### config.mk
export PLATFORM = sky130hd
export DESIGN_NAME = jpeg_ycc_block_front
export DESIGN_NICKNAME = d
export VERILOG_FILES = /design/src/rtl/jpeg_ycc_block_front.sv
export SDC_FILE = /design/constraint.sdc
export NUM_CORES = 2
export LEC_CHECK = 0
export CAP_MARGIN = 0
export CORE_UTILIZATION = 56
export DETAILED_ROUTE_END_ITERATION = 8
export HOLD_SLACK_MARGIN = 0.03
export PLACE_DENSITY_LB_ADDON = 0.3
export SKIP_CTS_REPAIR_TIMING = 1
export SLEW_MARGIN = 20
export SYNTH_ARGS = -nofsm -noshare
export SYNTH_HDL_FRONTEND = slang
export SYNTH_SLANG_ARGS = --single-unit
export TNS_END_PERCENT = 10
### constraint.sdc
create_clock -name clock -period 10.21 [get_ports clock]
set_clock_uncertainty 0.2 [all_clocks]
set_input_delay 2.5525 -clock clock [delete_from_list [all_inputs] [get_ports clock]]
set_output_delay 2.5525 -clock clock [all_outputs]
set_load 0.005 [all_outputs]
### src/rtl/jpeg_ycc_block_front.sv
// ============================================================================
// Module   : jpeg_ycc_block_front
// Brief    : 2-stage RGB->YCbCr (JFIF, 8-bit fixed point) plus Y block collector.
//            Optional macro YCC_ROUND_EN: round-half-up instead of floor.
// Revision : 1.0 - initial release
// ============================================================================
`default_nettype none

module jpeg_ycc_block_front #(
  parameter int BLOCK_PIX = 64
) (
  input  logic                          clock,
  input  logic                          reset_n,
  input  logic                          input_1pix_enable,
  input  logic [7:0]                    Red,
  input  logic [7:0]                    Green,
  input  logic [7:0]                    Blue,
  input  logic                          input_enable,
  output logic [23:0]                   ycc_out,
  output logic                          ycc_valid,
  output logic [8*BLOCK_PIX-1:0]        pix_data,
  output logic                          block_valid,
  output logic [$clog2(BLOCK_PIX)-1:0]  pix_count
);

  localparam int c_cnt_w = $clog2(BLOCK_PIX);
  localparam logic [c_cnt_w-1:0] c_last = c_cnt_w'(BLOCK_PIX - 1);
  localparam logic [c_cnt_w-1:0] c_one  = c_cnt_w'(1);
  localparam logic signed [17:0] c_off  = 18'sd128;
`ifdef YCC_ROUND_EN
  localparam logic signed [17:0] c_rnd  = 18'sd128;
`else
  localparam logic signed [17:0] c_rnd  = 18'sd0;
`endif

  function automatic logic [7:0] clamp8(input logic signed [17:0] v);
    if (v < 18'sd0)
      return 8'd0;
    else if (v > 18'sd255)
      return 8'd255;
    else
      return v[7:0];
  endfunction

  logic signed [17:0] w_r, w_g, w_b;
  logic signed [17:0] w_sy, w_scb, w_scr;
  logic signed [17:0] r_sy, r_scb, r_scr;
  logic               r_v1;
  logic [23:0]        r_ycc;
  logic               r_v2;

  assign w_r = $signed({10'd0, Red});
  assign w_g = $signed({10'd0, Green});
  assign w_b = $signed({10'd0, Blue});

  assign w_sy  =  18'sd77  * w_r + 18'sd150 * w_g + 18'sd29  * w_b + c_rnd;
  assign w_scb = -18'sd43  * w_r - 18'sd85  * w_g + 18'sd128 * w_b + c_rnd;
  assign w_scr =  18'sd128 * w_r - 18'sd107 * w_g - 18'sd21  * w_b + c_rnd;

  always_ff @(posedge clock) begin
    if (!reset_n) begin
      r_sy  <= '0;
      r_scb <= '0;
      r_scr <= '0;
      r_v1  <= 1'b0;
    end else begin
      r_v1 <= input_1pix_enable;
      if (input_1pix_enable) begin
        r_sy  <= w_sy;
        r_scb <= w_scb;
        r_scr <= w_scr;
      end
    end
  end

  // Output register only moves on valid data so ycc_out holds across bubbles.
  always_ff @(posedge clock) begin
    if (!reset_n) begin
      r_ycc <= '0;
      r_v2  <= 1'b0;
    end else begin
      r_v2 <= r_v1;
      if (r_v1)
        r_ycc <= {clamp8(r_sy >>> 8),
                  clamp8((r_scb >>> 8) + c_off),
                  clamp8((r_scr >>> 8) + c_off)};
    end
  end

  assign ycc_out   = r_ycc;
  assign ycc_valid = r_v2;

  logic [8*BLOCK_PIX-1:0] r_buf;
  logic [8*BLOCK_PIX-1:0] w_buf_next;
  logic [8*BLOCK_PIX-1:0] r_pix_data;
  logic [c_cnt_w-1:0]     r_cnt;
  logic [c_cnt_w-1:0]     w_wr_idx;
  logic                   r_bv;

  // A restart redirects the concurrent sample to entry 0.
  assign w_wr_idx = input_enable ? '0 : r_cnt;

  always_comb begin
    w_buf_next = r_buf;
    if (r_v2)
      w_buf_next[{w_wr_idx, 3'b000} +: 8] = r_ycc[23:16];
  end

  always_ff @(posedge clock) begin
    if (!reset_n) begin
      r_buf      <= '0;
      r_pix_data <= '0;
      r_cnt      <= '0;
      r_bv       <= 1'b0;
    end else begin
      r_buf <= w_buf_next;
      r_bv  <= 1'b0;
      if (input_enable) begin
        r_cnt <= r_v2 ? c_one : '0;
      end else if (r_v2) begin
        r_cnt <= r_cnt + c_one;
        if (r_cnt == c_last) begin
          r_pix_data <= w_buf_next;
          r_bv       <= 1'b1;
        end
      end
    end
  end

  assign pix_data    = r_pix_data;
  assign block_valid = r_bv;
  assign pix_count   = r_cnt;

endmodule

`default_nettype wire

Word-level counts from Yosys, hierarchy flattened

Cells that the tools add are included.

Input bits: 28
Logic and storage cells: 55
Output and inout port bits: 544
Register bits after elaboration: 1,110

Multiplexer cells: 13
Add/subtract/negate cells: 10
Shift operators: 2
Bitwise gates (word level): 3
Equality and inequality tests: 1
Reduce and logical (&&, ||, !) cells: 3
Multipliers: 7
$lt $le $gt $ge: 6

Operators by type and width:

| operator                   | count |
|---|---|
| $bwmux W512                | 1 |
| $mux W512                  | 1 |
| $shift A8 B11 Y512 const A | 1 |
| $shiftx A8 B11 Y512        | 1 |
| $mul A7 B8 Y15 const A     | 4 |
| $mux W8                    | 6 |
| $mul A5 B8 Y13 const A     | 2 |
| $gt A10 B9 Y1 const B      | 2 |
| $lt A10 B1 Y1 const B      | 2 |
| $add A17 B13 Y18           | 1 |
| $add A17 B16 Y18           | 1 |
| $mux W6                    | 3 |
| $add A15 B16 Y17           | 1 |
| $sub A16 B14 Y17           | 1 |
| $sub A16 B16 Y17           | 1 |
| $mul A7 B9 Y16 const A     | 1 |
| $sub A15 B15 Y16           | 1 |
| $add A10 B9 Y11 const B    | 1 |
| $gt A11 B9 Y1 const B      | 1 |
| $lt A11 B1 Y1 const B      | 1 |
| $neg A9 Y11                | 1 |
| $add A9 B9 Y10 const B     | 1 |
| $add A6 B1 Y6 const B      | 1 |
| $eq A6 B6 Y1 const B       | 1 |
| 5 further kinds            | 8 |

Longest topological paths before layout

Word-level depth: 5
Gate-level depth with buffers: 27
Mapped depth without buffers: 27

Worst setup path before layout

OpenSTA, ideal clock, no wires.

Path kind: input -> register
Start point: input port Green[0]
End point: register r_scb[16]
Data required time: 9.893 ns
Path slack: 1.157 ns
Buffers on the path: 0
Data arrival time: 8.736 ns
Cell stages on the path: 25
Setup time: 0.117 ns
Path through: ha_1 > ha_1 > ha_1 > fa_1 > ha_1 > ha_1 > a21boi_0 > o21ai_0 > a21o_1 > and2_1 > xor2_1 > ha_1 > fa_1 > fa_1 > inv_1 > fa_1 > inv_1 > ha_1 > nand2_1 > nor2_1 > a32o_1 > o41a_1 > a22o_1 > or3_1 > a32o_1

Word-level cells in the longest chain between the ends: 3

Ends and longest elaborated chain:

| item                 | line | text |
|---|---|---|
| from (decl)          | 16   | `input logic [7:0] Green,` |
| $mul A7 B8 Y15       | 57   | `assign w_scb = -18'sd43 * w_r - 18'sd85 * w_g + 18'sd128 * w_b + c_rnd;` |
| $sub A16 B16 Y17     | 57   |  |
| $add A17 B16 Y18     | 57   |  |
| to (signal assigned) | 70   | `r_scb <= w_scb;` |
| to (decl)            | 47   | `logic signed [17:0] r_sy, r_scb, r_scr;` |

Every way passes these cells.
A chain may end at the register's enable or synchronous reset.

Worst setup path in the final report

Start point: input port Green[1]
End point: register r_scb[16]

Same word-level chain as after synthesis.

==> metrics <==
Pre-antenna DRT Iters=6; Adder-Cell Fraction of Synth Area=11.2%; hold crit path type=register to register; Pwr Density=219 mW/mm2; initial antenna violation count=4; sequential fraction of the synthesis area=46.5%; mux share of post-synthesis cell area=6.77%; routed len/inst=22.0 um; FP Rows=105; Max-Slew Margin vs Limit=18.1%; synthesized area per cell=9.28 um2; Non-Filler Instances=6554; maximum VDD drop=0.566 mV; Max Clock Freq=0.107 GHz; Worst path depth=25; final worst path period need=9300 ps; chip height=291 um; CTS sink count=1085; number of flops mapped to enable cells by yosys=0; Yosys top cell area share=46.5%; Clock transition at path regs=70 ps; CTS tree=done; Reg2Reg Depth=10; full die area=0.0846 mm2; Final setup viols=0; Worst R2R Setup Slack=5640 ps; Placer Congestion=0.913; delay-heaviest family, CP=adder cells; I/O pins=572; syn_nets=5412; crit path capture type=register; final hold viol count=0; CP Data Arrival Time=9660 ps; Global Route Usage Sum=33.1%; Initial Util=56.8%; fin crit share=91.1%; commonest non-fill, non-tap cell in the layout=dfxtp_1; count of input and output buffers=571; worst endpoint required time=10560 ps; status=finished, final reports clean; top post-synthesis cells by area=dfxtp_1 (47%), mux2i_1 (6.8%), nor2_1 (6.5%); ys async rst share=0%; Layout area overhead=20.6%; Post-Synthesis Cells=5032; number of max-cap violations=0; drt total wl=144000 um; critical path endpoint=r_scb[16]; final instance area=0.0563 mm2; placed cells=6360; RSZ-0062 raised after global routing=false; share of cells above drive strength 1=5.54%; Worst-Margin Slew=1230 ps; Inserted Clock Buffers=106; footprint of the multi-input gates=0.0225 mm2; clk_lat worst skew=680 ps; CP max-delay cell=fa_1; CORE AREA=0.0822 mm2; Ys Warns=0; fin nets=5778; total gr overflow=0; vias in the first global route=36000; total negative setup slack=0 ps; XOR/XNOR Fraction of Synth Area=1.16%; HPWL after DPL=97900 um; placed cell areas=0.0528 mm2; WP buf/inv=3; first-pass GRT wire length=217000 um; Initial DRC Count=3508; Crit path largest cell delay=580 ps; Unique masters post-synth=79; cell area after synthesis=0.0467 mm2; worst-path maximum fanout=5; DRC=0; Synth Register Bits=1085; htree depth=3; commonest non-fill, non-tap cells in the layout=dfxtp_1 (1077), nor2_1 (813), clkdlybuf4s50_1 (570), a21oi_1 (425), mux2i_1 (315); Vias/cell=5.79; Slew Limit Fails=0; routed vias=38000; Startpoint Class=input port; main combinational cell family by area after synthesis=compound AO/OA/AOI/OAI gates; CTS max path bufs=3; Critical Path Source=Green[1]; fill count=6431; post-synth top area cell=dfxtp_1; Crit Path Class=input port to register; register area=0.0217 mm2; DRT antenna net count=0; CTS root buf=clkbuf_16; Worst R2R Start=pix_count[1]; Synth Area in Simple Gates=13.6%; Pleak=22.7 nW; Reg-to-Reg End=pix_data[370]; Synth Area in Compound Gates=15.2%; Main synth FF type=dfxtp_1; Die X-Extent=291 um; pin count of the biggest net entering global routing=264
Yosys cell counts (3+ instances only):
master and count:
dfxtp_1 1085, nor2_1 815, a21oi_1 425, mux2i_1 315, o21ai_0 303, clkbuf_1 293, inv_1 279, a211oi_1 270
ha_1 240, nand2_1 157, fa_1 112, a31oi_1 98, nand3_1 87, nor2b_1 75, and3_1 55, and2_1 53
xnor2_1 38, buf_2 37, nor3_1 32, nand4_1 30, xor2_1 24, nand2_2 19, a22oi_1 16, nand2b_1 15
nor2_4 13, a21o_1 11, buf_6 10, clkbuf_2 9, nor2_8 8, o21bai_1 8, or3_1 8, buf_1 6
buf_4 6, o21a_1 6, nor4_1 5, o31ai_1 5, nor3_2 4, o31a_1 4, a211oi_2 3, a21boi_0 3
layout make-up:
class,count,share of cell area (%)
inverter,279,1.87
tap,1070,2.38
antenna,1,0.00444
clock inverter,34,0.802
timing repair buffer,619,10.9
multi-input combinational,3307,39.9
sequential,1085,38.6
clock buffer,159,5.52
through the flow:
step	util, %	setup WS [ps]	total power [mW]	hold slack [ps]
finish	68.5	906	12.3	265
global route	68.5	613	13.0	281
CTS	68.5	990	12.3	259
detailed placement	64.2	301	8.37	251
global placement	64.2	400	8.24	244
floorplan	-	1160	7.44	225
where the power goes:
group / internal (mW) / switching [mW] / leakage, nW
clock: 2.29 / 1.69 / 1.75
combinational: 1.73 / 2.28 / 12.2
sequential: 4.30 / 0.0399 / 8.75
worst min path at each step:
stage / start / endpoint / cells after the start
detailed placement: r_buf[385] / r_buf[385] / 2
global placement: r_buf[385] / r_buf[385] / 2
finish: r_buf[427] / r_buf[427] / 2
floorplan: r_scr[11] / r_scr[11] / 2
global route: r_buf[427] / r_buf[427] / 2
CTS: r_buf[385] / r_buf[385] / 2
metal layers:
layer	track usage, %	vias to the layer above	part of all wire (%)
li1	-	17900	-
met2	52.1	1405	45
met4	14.3	2	4.5
met3	7.52	302	8.2
met1	43.7	18300	42
met5	0	-	0.0083
tightest hold or removal path: stages (launching register included):
cell     delay [ps]
dfxtp_1         300
nand2_1          60
a21oi_1          60
cell families after synthesis:
group | count (synthesis)
adder cells (fa/ha/maj) | 352
AND/OR/NAND/NOR | 1390
XOR/XNOR | 62
buffers and inverters | 640
multiplexers | 316
AO/OA/AOI/OAI | 1187
flip-flops | 1085
sequential cells by signal, summed over array words and instances, names as in the netlist, 6 cells and up:
name and count:
pix_count 6, pix_data 512, r_buf 512, r_scb 10
r_scr 9, r_sy 9, ycc_out 24
No activity file was read; power rests on OpenSTA's default activity.
